**src/rtl/csr_wb_master.sv**
```systemverilog
// CSR-programmed Wishbone initiator. Software loads address, data, byte
// selects and direction through a small CSR page, then kicks off one
// classic single Wishbone cycle. A programmable timeout rescues the bus
// from slaves that never acknowledge.
module csr_wb_master #(
    parameter logic [3:0]  csr_addr    = 4'h4,
    parameter logic [31:0] TIMEOUT_RST = 32'd1024
) (
    input  logic        sys_clk,
    input  logic        sys_rst_n,
    input  logic [13:0] csr_a,
    input  logic        csr_we,
    input  logic [31:0] csr_di,
    output logic [31:0] csr_do,
    output logic        irq,
    output logic [31:0] wb_adr_o,
    output logic [31:0] wb_dat_o,
    input  logic [31:0] wb_dat_i,
    output logic [3:0]  wb_sel_o,
    output logic        wb_we_o,
    output logic [2:0]  wb_cti_o,
    output logic        wb_cyc_o,
    output logic        wb_stb_o,
    input  logic        wb_ack_i
);

    typedef enum logic {IDLE, BUS} state_t;

    state_t      state, state_nxt;
    logic [31:0] adr_r, wdat_r, rdat_r, timeout_r, tmo_cnt;
    logic [3:0]  sel_r;
    logic        we_r, done_r, tmo_r;
    logic        page_sel, csr_wr, start, bus_ack, bus_tmo, bus_end;
    logic [2:0]  reg_idx;
    logic [31:0] rd_mux;
    logic        unused_addr_bits;

    assign page_sel = (csr_a[13:10] == csr_addr);
    assign csr_wr   = csr_we & page_sel;
    assign reg_idx  = csr_a[2:0];
    // A start while a cycle is in flight is dropped entirely.
    assign start    = csr_wr && (reg_idx == 3'd3) && csr_di[0] && (state == IDLE);
    assign bus_end  = bus_ack | bus_tmo;

    assign unused_addr_bits = ^csr_a[9:3];

    // Bus outputs come straight from state so reset drops cyc/stb asynchronously.
    assign wb_cyc_o = (state == BUS);
    assign wb_stb_o = (state == BUS);
    assign wb_adr_o = adr_r;
    assign wb_dat_o = wdat_r;
    assign wb_sel_o = sel_r;
    assign wb_we_o  = we_r;
    assign wb_cti_o = 3'b000;

    // State register.
    always_ff @(posedge sys_clk or negedge sys_rst_n) begin
        if (!sys_rst_n) state <= IDLE;
        else            state <= state_nxt;
    end

    // Next state; ack takes priority over an expiring timeout.
    always_comb begin
        state_nxt = state;
        bus_ack   = 1'b0;
        bus_tmo   = 1'b0;
        case (state)
            IDLE: if (start) state_nxt = BUS;
            BUS: begin
                if (wb_ack_i) begin
                    bus_ack   = 1'b1;
                    state_nxt = IDLE;
                end else if (tmo_cnt == 32'd1) begin
                    bus_tmo   = 1'b1;
                    state_nxt = IDLE;
                end
            end
            default: state_nxt = IDLE;
        endcase
    end

    // CSR-writable registers; bus-facing ones are frozen while a cycle runs.
    always_ff @(posedge sys_clk or negedge sys_rst_n) begin
        if (!sys_rst_n) begin
            adr_r     <= 32'd0;
            wdat_r    <= 32'd0;
            sel_r     <= 4'hf;
            we_r      <= 1'b0;
            timeout_r <= TIMEOUT_RST;
        end else if (csr_wr) begin
            case (reg_idx)
                3'd0: if (state == IDLE) adr_r  <= csr_di;
                3'd1: if (state == IDLE) wdat_r <= csr_di;
                3'd3: if (state == IDLE) begin
                    we_r  <= csr_di[1];
                    sel_r <= csr_di[7:4];
                end
                3'd5: timeout_r <= csr_di;
                default: ;
            endcase
        end
    end

    // Timeout counter: loads on start, counts down each un-acked bus cycle; 0 never expires.
    always_ff @(posedge sys_clk or negedge sys_rst_n) begin
        if (!sys_rst_n)                                          tmo_cnt <= 32'd0;
        else if (start)                                          tmo_cnt <= timeout_r;
        else if (state == BUS && !wb_ack_i && tmo_cnt != 32'd0) tmo_cnt <= tmo_cnt - 32'd1;
    end

    // Read data capture and completion flags; a set beats a same-cycle clear.
    always_ff @(posedge sys_clk or negedge sys_rst_n) begin
        if (!sys_rst_n) begin
            rdat_r <= 32'd0;
            done_r <= 1'b0;
            tmo_r  <= 1'b0;
            irq    <= 1'b0;
        end else begin
            irq <= bus_end;
            if (bus_ack && !we_r) rdat_r <= wb_dat_i;

            if (start)                                              done_r <= 1'b0;
            else if (bus_end)                                       done_r <= 1'b1;
            else if (csr_wr && reg_idx == 3'd4 && csr_di[1])        done_r <= 1'b0;

            if (start)                                              tmo_r <= 1'b0;
            else if (bus_tmo)                                       tmo_r <= 1'b1;
            else if (csr_wr && reg_idx == 3'd4 && csr_di[2])        tmo_r <= 1'b0;
        end
    end

    // Read mux for the selected register.
    always_comb begin
        rd_mux = 32'd0;
        case (reg_idx)
            3'd0: rd_mux = adr_r;
            3'd1: rd_mux = wdat_r;
            3'd2: rd_mux = rdat_r;
            3'd3: rd_mux = {24'd0, sel_r, 2'b00, we_r, 1'b0};
            3'd4: rd_mux = {29'd0, tmo_r, done_r, (state == BUS)};
            3'd5: rd_mux = timeout_r;
            default: rd_mux = 32'd0;
        endcase
    end

    // Registered read data, zero outside our page so the bus can OR slaves.
    always_ff @(posedge sys_clk or negedge sys_rst_n) begin
        if (!sys_rst_n)    csr_do <= 32'd0;
        else if (page_sel) csr_do <= rd_mux;
        else               csr_do <= 32'd0;
    end

endmodule

```
**config.mk**
```make
export PLATFORM = sky130hd
export DESIGN_NAME = csr_wb_master
export DESIGN_NICKNAME = d
export VERILOG_FILES = /design/src/rtl/csr_wb_master.sv
export SDC_FILE = /design/constraint.sdc
export NUM_CORES = 1
export LEC_CHECK = 0
export CORE_ASPECT_RATIO = 0.6
export CORE_MARGIN = 3
export CORE_UTILIZATION = 55
export CTS_CLUSTER_SIZE = 20
export DETAILED_ROUTE_END_ITERATION = 8
export PLACE_DENSITY = 0.95
export SETUP_SLACK_MARGIN = 0.4
export SLEW_MARGIN = 20
export SYNTH_ARGS = -nofsm -noshare
export SYNTH_HDL_FRONTEND = slang
export SYNTH_SLANG_ARGS = --single-unit
export TNS_END_PERCENT = 30
```
**constraint.sdc**
```tcl
create_clock -name sys_clk -period 4.6 [get_ports sys_clk]
set_clock_uncertainty 0.05 [all_clocks]
set_input_delay 0.46 -clock sys_clk [delete_from_list [all_inputs] [get_ports sys_clk]]
set_output_delay 0.46 -clock sys_clk [all_outputs]
set_load 0.03 [all_outputs]
```
==> results of run 1 <==
==> logic make-up (layout without fill, tap and decap cells) <==
kind of cell | after synthesis | count (layout) | share of synthesized area
fa+ha+maj | 2 | 2 | 0.00279
buf+inv | 64 | 236 | 0.0300
xor+xnor | 1 | 1 | 0.000976
flops | 201 | 201 | 0.561
simple gates | 147 | 147 | 0.0885
other cells | 1 | 3 | 0.000418
mux | 140 | 140 | 0.174
compound gates | 175 | 175 | 0.142
==> state kept, by name (all words and copies together), names as in the netlist <==
| register | flops |
|---|---|
| done_r | 1 |
| wb_cyc_o | 1 |
| wb_dat_o | 32 |
| wb_we_o | 1 |
| csr_do | 32 |
| tmo_r | 1 |
| rdat_r | 32 |
| wb_adr_o | 32 |
| irq | 1 |
| timeout_r | 32 |
| wb_sel_o | 4 |
| tmo_cnt | 32 |
==> cells in the mapped netlist (all sizes together) (9+ instances only) <==
cell    count
nand3      12
a221o      10
or4         9
nor4       13
nor3       15
buf        11
inv        12
a22oi      57
o21ai      20
a21oi      31
mux2      129
nor2       24
mux2i      11
dfrtp     196
nand2      37
clkbuf     41
==> power groups by stage <==
stage	clock network [mW]	registers, mW	logic (mW)
4_1_cts	1.76	1.97	0.560
3_5_place_dp	0	2.00	0.557
5_1_grt	1.84	1.98	0.599
6_report	1.74	1.97	0.560
2_1_floorplan	0	2.07	0.196
3_3_place_gp	0	1.99	0.540
==> how the worst max path moves through the flow <==
stage	to	start	depth (start not counted)	slack, ps
global route	tmo_cnt[29]	tmo_cnt[14]	5	1280
floorplan	tmo_cnt[4]	tmo_cnt[18]	7	2220
global placement	timeout_r[17]	csr_a[2]	5	1330
finish	tmo_cnt[29]	tmo_cnt[14]	6	1420
detailed placement	timeout_r[18]	csr_a[2]	5	1240
CTS	tmo_cnt[29]	tmo_cnt[14]	6	1530
==> layer usage <==
| metal | wire length (um) | GRT usage |
|---|---|---|
| met1 | 10900 | 0.416 |
| met2 | 10900 | 0.418 |
| met3 | 2370 | 0.0658 |
| met4 | 518 | 0.0631 |
| met5 | 0 | 0 |
==> cells in the final DEF (no fill, tap or decap), drive strengths merged, types with 6 or more instances in the layout <==
master         instances
nor4                  13
buf                   12
o21ai                 20
mux2                 129
a21oi                 31
clkdlybuf4s50        177
dfrtp                196
inv                   13
clkbuf                27
mux2i                 11
a22oi                 57
nor2                  24
nand3                 12
nor2b                  7
a221o                 10
nor3                  15
nand2                 37
or4                    9
a32oi                  6
or3                    6
==> area by class of cell <==
type                       count  area, um2
multi-input combinational    468       3700
clock buffer                  26        544
tap                          203        254
sequential                   201       5040
clock inverter                 8        144
inverter                      12       45.0
fill                        1088       4060
timing repair buffer         190       1890
==> metrics by stage <==
| stage | cells | hold slack (ps) | area [um2] |
|---|---|---|---|
| floorplan | 733 | 114 | 8980 |
| global route | 1108 | 110 | 11600 |
| finish | 1108 | 28.9 | 11600 |
| global placement | 1074 | 434 | 10900 |
| detailed placement | 1074 | 444 | 10900 |
| CTS | 1108 | 85.1 | 11600 |
==> worst reg2reg max path, delay by kind of cell (launching register included) <==
kind	cells	cell delay, ps
DFF	1	400
and+or+nand+nor	3	1480
buffers and inverters	1	360
AOI/OAI and AO/OA	2	750
==> results.cfg, run 1 <==
[status]
status = complete, no violations

[yosys]
ys_seq_elements = 201
ys.flop_type = dfrtp_1
syn_inst = 731
yosysSeqAreaShare = 0.561
synth_area_leaders = dfrtp_1 (55%), mux2_2 (16%), a22oi_1 (4.8%)
synthesis.area_um2 = 8970
synth-edff-count = 0
ys_types = 66
yosys.area.top_type = dfrtp_1
avgSynthCellArea_um2 = 12.3
ys_warn_count = 0
synth_top_area_frac = 0.546
ys_async_sr_fraction = 1.00

[place]
io_buffer_count = 178
gp_congestion = 0.899
pre_cts_slack_ps = 1240
dp_hpwl_um = 16600

[finish]
synthToLayoutAreaGrowth_pct = 29.4
drive_above_1_share = 0.211
diodes = 0
final_util = 0.741
nets = 977

[floorplanning]
core_area_um2 = 15700
die_y_um = 105
die_w_um = 171
io-pin-count = 189
initial_core_util = 0.572
dieArea_um2 = 17900
rows = 35

[power_and_ir_drop]
power.share.sequential = 0.461
p_total_mw = 4.27
switchingPower_mw = 1.08
p_per_area_nw_per_um2 = 367
p_leak_nw = 5.18
swShare = 0.253
ir_drop_v = 0.000216
p_comb_frac = 0.131
p_clk_frac = 0.408
cellInternalPower_mw = 3.19

[critical_path]
r2r_setup_slack_ps = 1420
crit_slowest_cell = nor4_1
path_delay_family = simple AND/OR/NAND/NOR gates
criticalPathCategory = reg -> reg
crit_fanout = 17
startpoint_type = register
path_buf_inv = 1
critPathCaptureType = register
critical_path_arrival_ps = 3500
r2r_start = tmo_cnt[14]
cp_slowest_stage_delay_ps = 890
r2r_cells = 6
required_ps = 4920
r2r_end = tmo_cnt[29]
path_cells = nor4_1 -> and4_1 -> a31oi_2 -> buf_4 -> and2_1 -> a221o_1

[detailed_routing]
routedWlPerCell_um = 22.3
routed_via_density = 6.33
vias = 7014
drt_iter0_markers = 648
drtPass1Iterations = 5
ant_nets = 0
routed_wl_um = 24800
drc_errors = 0

[run]
max_cap_violations = 0

[sta]
worstMarginPinSlew_ps = 1040
rsz0062_at_grt = false
hold_viol = 0
setup_viol = 0
final.min_clock_period_ps = 3180
relSlewSlack = 0.301
setup_slack_ps = 1420
tns_ps = 0
period_share = 0.690
drv_slew = 0
timing.fmax_ghz = 0.315

[global_route]
track_usage = 0.279
grt_pass1_vias = 7141
gr-total-overflow = 0
grt_first_pass_wirelength_um = 39700
grt_max_degree = 117
antenna_found_initial = 0

[clocking]
htree_levels = 1
cts_buffer_depth = 3
cts.reportedPaths.clkPinSlew_ps = 70
cts_hold_buf = 0
cts_root_buf = clkbuf_16
cts.sink_count = 201
clk_latency_ps = 490
cts_made_buffers = 20
cts_tree = yes
cts.repair.resized = 0
cts_setup_buffers = 0

[min_path]
worstHoldPathType = in -> async
Power figures use the tool's default switching activity.
==> run 2, diff against run 1 <==
Settings changed: CORE_UTILIZATION 55 to 51, PLACE_DENSITY 0.95 to 0.91.
Clock period 4.6 ns to 3.15 ns, I/O delays scaled along.
==> run 2 against run 1 <==
Non-clock buffer count rose by 24. Sequential share of layout area fell by 0.59 points. Hold slack better by 370 ps. Wire length is 0.53% lower. Via count grew 0.64%. First-iteration DRC count is 3.9% higher. Clock power is 25% higher. Clock-buffer cell count grew 5. Register-to-register slack got worse by 890 ps. Critical path type unchanged. Critical endpoint is now tmo_cnt[30]. Largest cell class unchanged. Largest power group unchanged. Highest routed layer unchanged.
==> results.cfg, run 2 (synthesized netlist as in run 1, its figures left out) <==
[floorplanning]
rows = 36
die_w_um = 177
io-pin-count = 189
core_area_um2 = 16700
dieArea_um2 = 19300
die_y_um = 109
initial_core_util = 0.537

[place]
gp_congestion = 0.900
dpl-instance-area_um2 = 11200
io_buffer_count = 178
pre_cts_slack_ps = 491
dp_hpwl_um = 17100

[sta]
hold_viol = 0
timing.fmax_ghz = 0.383
relSlewSlack = 0.522
rsz0062_at_grt = false
tns_ps = 0
setup_slack_ps = 537
setup_viol = 0
worstMarginPinSlew_ps = 718
final.min_clock_period_ps = 2610
period_share = 0.830
drv_slew = 0

[critical_path]
path_cells = inv_1 -> ha_1 -> nor4b_1 -> nand4_1 -> a311oi_1 -> a21oi_1 -> a221o_1
critical_path_arrival_ps = 2930
crit_fanout = 7
criticalPathCategory = reg -> reg
required_ps = 3460
path_buf_inv = 1
cp_slowest_stage_delay_ps = 550
critPathCaptureType = register
crit_slowest_cell = a311oi_1
path_delay_family = compound AO/OA/AOI/OAI gates
startpoint_type = register

[clocking]
cts_made_buffers = 19
clk_latency_ps = 490
cts.sink_count = 201
cts_buffer_depth = 3
cts_tree = yes
htree_levels = 1
cts.reportedPaths.clkPinSlew_ps = 70
cts_root_buf = clkbuf_16

[finish]
drive_above_1_share = 0.227
nets = 1000
multiInputGateArea_um2 = 3720
fin_area_um2 = 11800
synthToLayoutAreaGrowth_pct = 31.2
fillers = 1201
diodes = 0
layout_common_cells = dfrtp_1 (196), clkdlybuf4s50_1 (177), mux2_2 (129)
layout_commonest_cell = dfrtp_1
ff_latch_area_um2 = 5040

[min_path]
worstHoldPathType = in -> reg

[power_and_ir_drop]
p_leak_nw = 5.26
p_per_area_nw_per_um2 = 501
ir_drop_v = 0.000282

[detailed_routing]
drt_iter0_markers = 673
drtPass1Iterations = 5
ant_nets = 0
routed_via_density = 6.11
routed_wl_um = 24600
drc_errors = 0
routedWlPerCell_um = 21.3
vias = 7059

[global_route]
antenna_found_initial = 0
grt_pass1_vias = 7086
grt_max_degree = 91
gr-total-overflow = 0
track_usage = 0.256
grt_first_pass_wirelength_um = 39300

[run]
max_cap_violations = 0

[status]
status = complete, no violations
-- run 2: worst paths after layout --
check | start | to | slack, ps | cells past startpoint
setup / recovery | tmo_cnt[0] | tmo_cnt[30] | 540 | 7
hold / removal | wb_dat_i[23] | rdat_r[23] | 400 | 2
setup reg to reg | tmo_cnt[0] | tmo_cnt[30] | 540 | 7
hold reg to reg | rdat_r[19] | rdat_r[19] | 450 | 1
max in group asynchronous | sys_rst_n | tmo_cnt[11] | 1810 | 3
min in group asynchronous | sys_rst_n | wb_adr_o[25] | 420 | 2
-- run 2: cell type report --
type	instances	share of cell area
Sequential cell	201	0.428
Multi-Input combinational cell	468	0.316
Timing Repair Buffer	214	0.179
Clock buffer	31	0.0484
Tap cell	228	0.0242
Inverter	12	0.00382
Clock inverter	2	0.000850
-- run 2: metrics by stage --
stage	power (mW)	util	std cells	hold WS (ps)
after global routing	6.12	0.705	1156	386
after global placement	3.72	0.667	1120	377
after floorplan	3.31	-	733	-30.6
after detailed placement	3.75	0.667	1120	379
final	5.90	0.705	1156	398
after CTS	5.92	0.703	1154	390
-- run 2: layer usage --
| metal | wire length [um] | global-route usage |
|---|---|---|
| met1 | 11300 | 0.382 |
| met2 | 10400 | 0.374 |
| met3 | 2430 | 0.0706 |
| met4 | 526 | 0.0610 |
| met5 | 0 | 0 |
-- run 2: report_power, final --
group	total, mW	internal (mW)	switching, mW
logic	0.844	0.389	0.455
registers	2.88	2.73	0.142
clock network	2.18	1.24	0.948
-- run 2: repair_timing --
| action | CTS | global route |
|---|---|---|
| resized for setup | 0 | 2 |
| setup buffers | 0 | 2 |
| setup endpoints to repair | 0 | 14 |
| hold buffers | 1 | 0 |
| endpoints found under the hold margin | 84 | 0 |
==> run 3, diff against run 2 <==
Settings changed: CORE_UTILIZATION 51 to 46, PLACE_DENSITY 0.91 to 0.87.
Clock period 3.15 ns to 2.3 ns, I/O delays scaled along.
==> run 3 against run 2 <==
Maximum frequency increased by 14%. Critical path depth is 1 lower. Wire length increased by 6.8%. Sequential power up 37%. Via count rose by 3.5%. Die area increased by 10%. Final cell count grew 7.2%. Flip-flop and latch count is the same. Worst setup slack lost 520 ps. Hold slack worse by 140 ps. First-iteration DRC count decreased by 25%. Highest routed layer unchanged.
==> results.cfg, run 3 (synthesized netlist as in run 1, its figures left out) <==
[clocking]
cts_made_buffers = 20
cts.sink_count = 201
clk_latency_ps = 490
cts.reportedPaths.clkPinSlew_ps = 70
cts_tree = yes
htree_levels = 1
cts_root_buf = clkbuf_16
cts_buffer_depth = 3

[critical_path]
startpoint_type = register
crit_fanout = 5
r2r_start = tmo_cnt[21]
critPathCaptureType = register
critical_path_arrival_ps = 2610
r2r_end = tmo_cnt[2]
cp-startpoint = tmo_cnt[21]
r2r_setup_slack_ps = 20
criticalPathCategory = reg -> reg
required_ps = 2630
endpoint = tmo_cnt[2]
r2r_cells = 6

[finish]
final_cells = 1239
synthToLayoutAreaGrowth_pct = 41.7
diodes = 0
layout_common_cells = dfrtp_1 (195), clkdlybuf4s50_1 (160), mux2_2 (128)
fin_area_um2 = 12700
drive_above_1_share = 0.308
nets = 1050
layout_commonest_cell = dfrtp_1
final_util = 0.684
fillers = 1307

[power_and_ir_drop]
ir_drop_v = 0.000649
swShare = 0.254
p_comb_frac = 0.144
p_leak_nw = 5.98
switchingPower_mw = 2.27
p_clk_frac = 0.414
power.share.sequential = 0.441
cellInternalPower_mw = 6.66
p_per_area_nw_per_um2 = 702
p_total_mw = 8.93

[sta]
setup_slack_ps = 15.5
period_share = 0.993
relSlewSlack = 0.638
setup_viol = 0
hold_viol = 0
final.min_clock_period_ps = 2280
worstMarginPinSlew_ps = 543
timing.fmax_ghz = 0.438
rsz0062_at_grt = true
drv_slew = 0
holdWs_ps = 257
tns_ps = 0

[place]
gp_congestion = 0.905
dp_cells = 1188
dp_hpwl_um = 18000
io_buffer_count = 178
dpl-instance-area_um2 = 11600
pre_cts_slack_ps = -90.5

[detailed_routing]
drtPass1Iterations = 5
drc_errors = 0
routedWlPerCell_um = 21.2
ant_nets = 0
routed_via_density = 5.90
drt_iter0_markers = 504
routed_wl_um = 26300
vias = 7304

[run]
max_cap_violations = 0

[global_route]
grt_first_pass_wirelength_um = 41800
grt_pass1_vias = 7458
antenna_found_initial = 0
track_usage = 0.244
grt_max_degree = 61
gr-total-overflow = 0

[min_path]
worstHoldPathType = in -> async

[floorplanning]
core_area_um2 = 18600
dieArea_um2 = 21300
rows = 38
die_w_um = 186
io-pin-count = 189
die_y_um = 114
initial_core_util = 0.483

[status]
status = complete, no violations
==> run 3: power by group through the flow <==
stage | clock [mW] | sequential, mW | combinational (mW)
after floorplan | 0 | 4.14 | 0.406
after global placement | 0 | 3.98 | 1.18
after detailed placement | 0 | 3.99 | 1.21
after CTS | 3.76 | 3.93 | 1.27
after global routing | 3.92 | 3.97 | 1.38
final | 3.70 | 3.94 | 1.29
==> run 3: what timing repair did <==
| action | CTS | global route |
|---|---|---|
| setup endpoints to repair | 44 | 63 |
| buffers inserted | 9 | 5 |
| endpoints found under the hold margin | 54 | 0 |
| gates resized for setup | 22 | 51 |
| hold buffers | 1 | 0 |
| cloned | 1 | 0 |
| pin swaps | 7 | 16 |
==> run 3: routing by layer <==
metal  vias to the layer above  track usage  share of wire
li1                       3227            -              -
met1                      3690        0.355           0.46
met2                       349        0.368           0.43
met3                        38       0.0704          0.095
met4                         0       0.0463          0.018
met5                         -            0              0
==> run 3: layout make-up <==
cell class	instances	area, um2	area share
clock buffers	24	557	0.0438
clock inverters	11	195	0.0154
inverters	12	45.0	0.00354
multi-input cells	468	3960	0.312
flip-flops and latches	201	5040	0.396
well taps	260	325	0.0256
repair buffers	263	2590	0.204
==> run 3: how the worst min path moves through the flow <==
stage	start	endpoint	slack (ps)	cells past startpoint
after detailed placement	sys_rst_n	wb_adr_o[28]	210	1
after floorplan	sys_rst_n	csr_do[0]	-120	0
after global placement	sys_rst_n	csr_do[26]	200	1
after global routing	sys_rst_n	csr_do[25]	290	2
final	sys_rst_n	csr_do[26]	260	2
after CTS	sys_rst_n	wb_adr_o[28]	260	2
==> run 3: critical path: stages (launching register included) <==
cell     delay (ps)
dfrtp_1         400
or3_4           390
or4_4           540
o31ai_4         270
buf_6           190
nor3b_2          50
a221o_1         270
